===== src/rtl/brg_pkg.sv =====
// brg_pkg: shared state type, default constants and width helper for brg_prog
package brg_pkg;
  typedef enum logic {IDLE, RUN} brg_state_e;
  localparam int DIV_W_DEF = 16;
  localparam int OSR_DEF = 16;
  localparam int DIV_RST_DEF = 27;
  localparam int FRAC_W_DEF = 8;
  function automatic int osr_w(input int osr);
    return (osr < 2) ? 1 : $clog2(osr);
  endfunction
endpackage


===== src/rtl/brg_mod_cnt.sv =====
// brg_mod_cnt: modulo-N sysclk counter with terminal-count pulse and one-cycle fractional stretch
// Ports: sysclk, rst (sync active-low), clr (restart at 0), en (count), stretch (period N+1),
//   div (modulus N), tc (combinational terminal count, high on the last cycle of the period)
module brg_mod_cnt #(
  parameter int DIV_W = 16
) (
  input  logic             sysclk,
  input  logic             rst,
  input  logic             clr,
  input  logic             en,
  input  logic             stretch,
  input  logic [DIV_W-1:0] div,
  output logic             tc
);
  logic [DIV_W-1:0] cnt;
  // terminal value is N-1, or N when this period is stretched by a fractional carry
  assign tc = cnt == div - DIV_W'(!stretch);
  always_ff @(posedge sysclk) begin
    if (!rst) cnt <= '0;
    else if (clr) cnt <= '0;
    else if (en) cnt <= tc ? '0 : cnt + DIV_W'(1);
  end
endmodule


===== src/rtl/brg_prog.sv =====
// brg_prog: programmable baud rate generator emitting oversample, mid-bit and baud clock-enable ticks
// Ports: sysclk; rst (sync active-low); en; div_val/div_load (shadowed divisor, applied at baud
//   boundaries, on resync, or at once while idle); resync (phase restart); os_tick, mid_tick,
//   baud_tick (one-cycle ticks); baud_clk (50% baud square wave); os_cnt; div_pending; cfg_err.
// Build option BRG_FRAC_EN: adds FRAC_W and frac_val, a fractional accumulator whose carry
//   stretches the following oversample period by one sysclk.
module brg_prog import brg_pkg::*; #(
  parameter int DIV_W = DIV_W_DEF,
  parameter int OSR = OSR_DEF,
  parameter int DIV_RST = DIV_RST_DEF
`ifdef BRG_FRAC_EN
  , parameter int FRAC_W = FRAC_W_DEF
`endif
) (
  input  logic                   sysclk,
  input  logic                   rst,
  input  logic                   en,
  input  logic [DIV_W-1:0]       div_val,
  input  logic                   div_load,
`ifdef BRG_FRAC_EN
  input  logic [FRAC_W-1:0]      frac_val,
`endif
  input  logic                   resync,
  output logic                   os_tick,
  output logic                   mid_tick,
  output logic                   baud_tick,
  output logic                   baud_clk,
  output logic [osr_w(OSR)-1:0]  os_cnt,
  output logic                   div_pending,
  output logic                   cfg_err
);
  localparam int OSR_W = osr_w(OSR);
  brg_state_e state_q, state_d;
  logic [DIV_W-1:0] div_act, div_shd;
  logic run, tc, adv, wrap, half, apply, stretch;
  always_comb begin
    state_d = IDLE;
    case (state_q)
      IDLE: state_d = (en && div_act != '0) ? RUN : IDLE;
      RUN: state_d = (!en || div_act == '0) ? IDLE : RUN;
      default: state_d = IDLE;
    endcase
  end
  // counting is decided on the next state so the first edge with en high already counts
  assign run = state_d == RUN;
  assign adv = run && !resync && tc;
  assign wrap = os_cnt == OSR_W'(OSR - 1);
  assign half = os_cnt == OSR_W'(OSR / 2 - 1);
  // a load in the same cycle wins over applying, so it is never applied at the edge it arrives
  assign apply = div_pending && !div_load && (!run || resync || (adv && wrap));
  brg_mod_cnt #(.DIV_W(DIV_W)) u_div (
    .sysclk (sysclk),
    .rst    (rst),
    .clr    (!run || resync),
    .en     (run),
    .stretch(stretch),
    .div    (div_act),
    .tc     (tc)
  );
`ifdef BRG_FRAC_EN
  logic [FRAC_W-1:0] frac_act, frac_shd, acc;
  logic [FRAC_W:0] sum;
  assign sum = {1'b0, acc} + {1'b0, frac_act};
  always_ff @(posedge sysclk) begin
    if (!rst) begin
      frac_act <= '0;
      frac_shd <= '0;
      acc <= '0;
      stretch <= 1'b0;
    end else begin
      if (div_load) frac_shd <= frac_val;
      else if (apply) frac_act <= frac_shd;
      if (!run || resync) begin
        acc <= '0;
        stretch <= 1'b0;
      end else if (tc) begin
        acc <= sum[FRAC_W-1:0];
        stretch <= sum[FRAC_W];
      end
    end
  end
`else
  assign stretch = 1'b0;
`endif
  always_ff @(posedge sysclk) begin
    if (!rst) begin
      state_q <= IDLE;
      div_act <= DIV_W'(DIV_RST);
      div_shd <= DIV_W'(DIV_RST);
      div_pending <= 1'b0;
      cfg_err <= 1'b0;
      os_cnt <= '0;
      os_tick <= 1'b0;
      mid_tick <= 1'b0;
      baud_tick <= 1'b0;
      baud_clk <= 1'b0;
    end else begin
      state_q <= state_d;
      if (div_load) begin
        div_shd <= div_val;
        div_pending <= 1'b1;
      end else if (apply) begin
        div_act <= div_shd;
        div_pending <= 1'b0;
      end
      cfg_err <= (apply ? div_shd : div_act) == '0;
      os_tick <= adv;
      mid_tick <= adv && half;
      baud_tick <= adv && wrap;
      if (!run || resync) begin
        os_cnt <= '0;
        baud_clk <= 1'b0;
      end else if (tc) begin
        os_cnt <= wrap ? '0 : os_cnt + OSR_W'(1);
        baud_clk <= half ? 1'b1 : wrap ? 1'b0 : baud_clk;
      end
    end
  end
endmodule


===== config.mk =====
export PLATFORM = sky130hd
export DESIGN_NAME = brg_prog
export DESIGN_NICKNAME = d
export VERILOG_FILES = /design/src/rtl/brg_pkg.sv /design/src/rtl/brg_mod_cnt.sv /design/src/rtl/brg_prog.sv
export SDC_FILE = /design/constraint.sdc
export NUM_CORES = 1
export LEC_CHECK = 0
export CORE_MARGIN = 1.5
export CORE_UTILIZATION = 25
export DETAILED_ROUTE_END_ITERATION = 10
export GPL_TIMING_DRIVEN = 0
export PLACE_DENSITY = 0.43
export SLEW_MARGIN = 10
export SYNTH_ARGS = -nofsm -noshare
export SYNTH_HDL_FRONTEND = slang
export SYNTH_SLANG_ARGS = --single-unit
export TNS_END_PERCENT = 1

===== constraint.sdc =====
create_clock -name sysclk -period 3.6 [get_ports sysclk]
set_clock_uncertainty 0.1 [all_clocks]
set_input_delay 0.36 -clock sysclk [delete_from_list [all_inputs] [get_ports sysclk]]
set_output_delay 0.36 -clock sysclk [all_outputs]
set_load 0.02 [all_outputs]

# After elaboration in Yosys (flattened, before gate mapping)
# Index checks and enable logic that the tools add are counted.
[totals]
in_bits = 21
word_cells = 50
n_memories = 0
output_inout_bits = 10
reg_bits = 59
mem_bits_ro = 0
latchBits = 0
ramBits = 0
[classes]
reduce_logical = 21
add_sub_neg = 3
mux = 10
magnitude_cmp = 0
n_div = 0
n_eq_ne = 3
bitwise_logic = 2
shift = 0
multipliers = 0
[ops]
columns = ["operator", "n"]
rows = [
  ["$logic_not 16->1", 2],
  ["$mux 16", 2],
  ["$add 16x1->16 const B", 1],
  ["$eq 16x16->1", 1],
  ["$reduce_bool 16->1", 1],
  ["$sub 16x1->16 const B", 1],
  ["$logic_and 1x1->1", 7],
  ["$mux 1", 6],
  ["$add 4x1->4 const B", 1],
  ["$eq 4x3->1 const B", 1],
  ["$eq 4x4->1 const B", 1],
  ["$logic_not 1->1", 4],
  ["$mux 4", 1],
  ["$reduce_bool 2->1", 2],
  ["$logic_or 1x1->1", 3],
  ["$not 1->1", 2],
  ["$pmux 1 s2", 1],
  ["$reduce_and 2->1", 1],
  ["$reduce_or 2->1", 1],
]

# Depth between registers and ports, before layout
[depth]
ltp_word = 11
ltp_mapped = 11
depth_no_buf = 10

# By module
# From an unflattened synthesis, not the netlist that was laid out.
[unflattened]
hier_cells = 344
hier_area_um2 = 3024.2
[modules_own_cells]
columns = ["module", "cells_each", "seq_area_each_um2", "area_each_um2", "n_inst"]
rows = [
  ["brg_prog", 178, 840.8, 1672.9, 1],
  ["brg_mod_cnt", 166, 320.3, 1351.3, 1],
]

# Worst setup path after synthesis
# OpenSTA, ideal clock, no wires.
[synth_timing]
path_type = "register -> register"
start = "reg div_act[0]"
end = "reg os_cnt[3]"
setup_ns = 0.071
period_less_slack_ns = 3.210
required_time_ns = 3.429
path_stages_with_launch = 10
n_path_buf = 0
arrival_time_ns = 3.039
setup_slack_ns = 0.390
path_cell_list = "dfxtp_1 > inv_1 > ha_1 > or4b_4 > or3_4 > a2111oi_4 > nand4_1 > or4_4 > or4_1 > a21oi_1"
[synth_via]
elab_chain_len = 7
word_cells_on_any_way = 12
classes_between = "add/sub: 1; eq/ne: 1; mux: 3; reduce/logical: 7"
[synth_rtl]
columns = ["item", "line", "rtl"]
rows = [
  ["start: declaration", "brg_prog.sv:34", "logic [DIV_W-1:0] div_act, div_shd;"],
  ["start signal: assignment", "brg_prog.sv:88", "div_act <= DIV_W'(DIV_RST);"],
  ["start signal: assignment", "brg_prog.sv:103", "div_act <= div_shd;"],
  ["branches (longest 7 deep; another with $sub 16x1->16)", "-", ""],
  ["end signal: assignment", "brg_prog.sv:114", "os_cnt <= wrap ? '0 : os_cnt + OSR_W'(1);"],
  ["end: declaration", "brg_prog.sv:28", "output logic [osr_w(OSR)-1:0] os_cnt,"],
]
# Several ways; the timed one is not identified.
# A chain may end at the register's enable or synchronous reset.

# Worst setup path after layout
# Ends and elaborated chain as after synthesis.

==> results.tsv <==
stage	metric	value	unit
setup_path	critical_path.max_fanout	6	
setup_path	crit_type	flop to flop	
die	rows	39	
clocking	htree_num_levels	3	
placed_design	place_worst_setup_slack	-0.0801	ns
clocking	clock_sinks	58	
placed_design	detailedPlacementHpwl	5600	um
detailed_routing	first_pass_detailed_route_iteration_total	4	
grt	grt_first_pass_wirelength	12400	um
sta	setup_total_negative_slack	0	ns
placed_design	post-place-cells	498	
setup_path	max_stage_delay	0.53	ns
min_path	worst_hold_path_type	flop to flop	
sta	slew_headroom	52.7	%
grt	gr-usage-all-layers	12.9	%
sta	setup_viol	0	
grt	antenna_found_initial	0	
detailed_routing	via_count	2522	
logic_synthesis	postSynthCellCount	325	
placed_design	place.gp.congestion	0.788	
power	power-per-cell-area	453	nW/um^2
grt	via_count_of_the_first_global_routing_pass	2390	
detailed_routing	postRouteWirelength	7490	um
die	io_pins	31	
clocking	cts_made_buffers	9	
logic_synthesis	synthesis.yosys.warnings	0	
placed_design	detailed_place.area	3380	um^2
detailed_routing	routed_wire_length_per_instance	14.6	um
clocking	clk_latency	0.33	ns
logic_synthesis	synthDistinctLibCells	51	
setup_path	timing.critical_path.to_type	flop	
final_layout	post_route_cells_drive_above_1_share	9.43	%
clocking	clkTransAtPathRegs	0.05	ns
grt	pin_count_of_the_biggest_net_entering_global_routing	17	
detailed_routing	drc	0	
logic_synthesis	asyncSetResetFlopFracSynth	0	%
final_layout	areaGrowthSynthToFinish	29.1	%
sta	layout_min_cycle_time	3.45	ns
logic_synthesis	ys_seq_elements	58	
final_layout	fin_nets	390	
clocking	root_buffer	sky130_fd_sc_hd__clkbuf_16	
clocking	cts_hold_repair.buffers	0	
power	power.static_leakage	1.35	nW
job	max_cap_viol_count	0	
die	die_area	12200	um^2
die	core_area	11400	um^2
clocking	cts_tree	yes	
sta	period_share	95.8	%
logic_synthesis	yosysSeqAreaShare	40.1	%
logic_synthesis	syn_area_per_cell	8.92	um^2
die	fp.dieH	111	um
detailed_routing	detailedRoute.firstIterationViolations	122	
sta	slew_violations	0	
sta	worst_pin_slew	0.710	ns
setup_path	timing.critical_path.from_type	flop	
power	ir_drop	0.203	mV
outcome	outcome	finished clean	
setup_path	cp_cell_sequence	inv_1 -> ha_2 -> or4b_4 -> or3_4 -> a2111oi_4 -> nand4_1 -> or4_4 -> or4_1 -> a21oi_1	
sta	postLayoutSetupSlackWorst	0.152	ns
setup_path	critical-path-slowest-cell	sky130_fd_sc_hd__or4_4	
power	total_power	1.69	mW
grt	overflow	0	
final_layout	postLayoutCoreUtil	32.9	%
logic_synthesis	synth.net_count	349	
clocking	max-clock-path-buffers	2	
die	die-width	111	um
detailed_routing	vias_per_cell	4.91	
sta	final_report_hold_violation_count	0	
final_layout	fin_cells	514	
final_layout	fin_area	3740	um^2
die	initial_utilization	25.5	%
detailed_routing	drt.antenna.violating_nets	0	
setup_path	worst_ep_arrival_time	3.61	ns
final_layout	diodes	0	
logic_synthesis	synth-main-ff-cell	sky130_fd_sc_hd__dfxtp_1	
placed_design	numPortBuffers	30	
sta	rsz0062_at_grt	no	
sta	whs	0.366	ns
sta	fmaxAchievable	0.290	GHz
setup_path	required	3.76	ns
logic_synthesis	synth_edf_count	0	
logic_synthesis	synth.cell_area	2900	um^2
[path summary, 6_finish.rpt]
check | from | to | slack [ns] | depth (start not counted)
worst min register to register | baud_clk$_SDFFE_PP0P_ | baud_clk$_SDFFE_PP0P_ | 0.37 | 2
worst max-delay path | div_act[0]$_SDFFE_PN1N_ | os_cnt[3]$_SDFFE_PP0N_ | 0.15 | 9
worst max register to register | div_act[0]$_SDFFE_PN1N_ | os_cnt[3]$_SDFFE_PP0N_ | 0.15 | 9
worst min-delay path | baud_clk$_SDFFE_PP0P_ | baud_clk$_SDFFE_PP0P_ | 0.37 | 2
[sequential cells by signal (all words and copies together) (netlist names)]
signal and flops:
os_cnt 4, cfg_err 1, div_act 16, div_shd 16, mid_tick 1, u_div.cnt 16
baud_tick 1, baud_clk 1, os_tick 1, div_pending 1
[cells by family after synthesis]
family,count (synthesis),share of synthesized area (%)
buffers and inverters,28,3.76
muxes,17,5.96
DFF,58,40.1
adders and majority gates,3,1.30
and+or+nand+nor,138,25.0
AOI/OAI and AO/OA,49,14.2
xor gates and xnor gates,32,9.67
[critical path, delay by kind of cell, from the launching register on]
family	cells	cell delay, ns
flops	1	0.34
buf+inv	1	0.09
fa+ha+maj	1	0.25
simple gates	5	2.10
compound gates	2	0.51
[routing by layer]
metal | routed length, um | global-route usage [%] | up-vias
li1 | - | - | 1266
met1 | 3830 | 17.4 | 1203
met2 | 3260 | 19.8 | 41
met3 | 227 | 2.62 | 12
met4 | 162 | 6.15 | 0
met5 | 0 | 0 | -
[synth_stat cells (2+ instances only)]
| cell | n | share of area, % |
|---|---|---|
| sky130_fd_sc_hd__nand4b_1 | 4 | 1.2 |
| sky130_fd_sc_hd__xnor2_1 | 20 | 6.0 |
| sky130_fd_sc_hd__nor4_1 | 8 | 1.7 |
| sky130_fd_sc_hd__nor2_1 | 44 | 5.7 |
| sky130_fd_sc_hd__ha_1 | 3 | 1.3 |
| sky130_fd_sc_hd__nor3b_1 | 2 | 0.52 |
| sky130_fd_sc_hd__and3_1 | 3 | 0.65 |
| sky130_fd_sc_hd__a32oi_1 | 4 | 1.2 |
| sky130_fd_sc_hd__nor3_1 | 7 | 1.2 |
| sky130_fd_sc_hd__mux2i_1 | 15 | 5.2 |
| sky130_fd_sc_hd__nand3_1 | 13 | 2.2 |
| sky130_fd_sc_hd__a21oi_1 | 7 | 1.2 |
| sky130_fd_sc_hd__o21ai_0 | 4 | 0.69 |
| sky130_fd_sc_hd__mux2_2 | 2 | 0.78 |
| sky130_fd_sc_hd__inv_1 | 12 | 1.6 |
| sky130_fd_sc_hd__o31a_1 | 2 | 0.60 |
| sky130_fd_sc_hd__nor2b_1 | 4 | 0.86 |
| sky130_fd_sc_hd__xor2_1 | 12 | 3.6 |
| sky130_fd_sc_hd__buf_1 | 3 | 0.39 |
| sky130_fd_sc_hd__a32o_1 | 12 | 4.1 |
| sky130_fd_sc_hd__o211ai_1 | 4 | 1.0 |
| sky130_fd_sc_hd__o31ai_1 | 4 | 1.0 |
| sky130_fd_sc_hd__or2_2 | 2 | 0.43 |
| sky130_fd_sc_hd__clkbuf_1 | 12 | 1.6 |
| sky130_fd_sc_hd__and2_1 | 4 | 0.86 |
| sky130_fd_sc_hd__nand4_1 | 7 | 1.5 |
| sky130_fd_sc_hd__dfxtp_1 | 58 | 40 |
| sky130_fd_sc_hd__nand2_1 | 24 | 3.1 |
| sky130_fd_sc_hd__or4_1 | 4 | 1.0 |
| sky130_fd_sc_hd__or3_1 | 4 | 0.86 |
[layout make-up]
class | count | area [um^2]
Buffer | 15 | 66.3
Clock buffer | 11 | 243
Clock inverter | 5 | 77.6
Fill cell | 1194 | 7630
Inverter | 12 | 45.0
Multi-Input combinational cell | 239 | 1660
Sequential cell | 58 | 1160
Tap cell | 143 | 179
Timing Repair Buffer | 31 | 308
[where the power goes]
group	switching (mW)	internal, mW	total (mW)
Sequential	0.0141	0.658	0.672
Combinational	0.0518	0.0475	0.0993
Clock	0.302	0.622	0.923
Total	0.368	1.33	1.69
[placed cells by master, fill, tap and decap left out, types with 3 or more instances in the layout]
cell                               n
sky130_fd_sc_hd__or4_1             4
sky130_fd_sc_hd__mux2i_1          15
sky130_fd_sc_hd__nand2_1          23
sky130_fd_sc_hd__a32o_1           12
sky130_fd_sc_hd__and3_1            3
sky130_fd_sc_hd__nand4b_1          4
sky130_fd_sc_hd__clkbuf_16         9
sky130_fd_sc_hd__xor2_1           12
sky130_fd_sc_hd__buf_1             3
sky130_fd_sc_hd__nor4_1            8
sky130_fd_sc_hd__dfxtp_1          58
sky130_fd_sc_hd__inv_1            12
sky130_fd_sc_hd__o211ai_1          4
sky130_fd_sc_hd__a32oi_1           4
sky130_fd_sc_hd__and2_1            4
sky130_fd_sc_hd__clkbuf_1         10
sky130_fd_sc_hd__nor2_1           44
sky130_fd_sc_hd__nor3_1            6
sky130_fd_sc_hd__nor2b_1           3
sky130_fd_sc_hd__o21ai_0           4
sky130_fd_sc_hd__a21oi_1           7
sky130_fd_sc_hd__or3_1             4
sky130_fd_sc_hd__o31ai_1           4
sky130_fd_sc_hd__xnor2_1          20
sky130_fd_sc_hd__nand4_1           7
sky130_fd_sc_hd__nand3_1          13
sky130_fd_sc_hd__clkdlybuf4s50_1  30
[timing repair]
| action | 4_1_cts | 5_1_grt |
|---|---|---|
| pin swaps | 0 | 2 |
| setup endpoints to repair | 20 | 29 |
| setup buffers | 0 | 1 |
| resized for setup | 3 | 8 |
No activity file was read; power rests on OpenSTA's default activity.
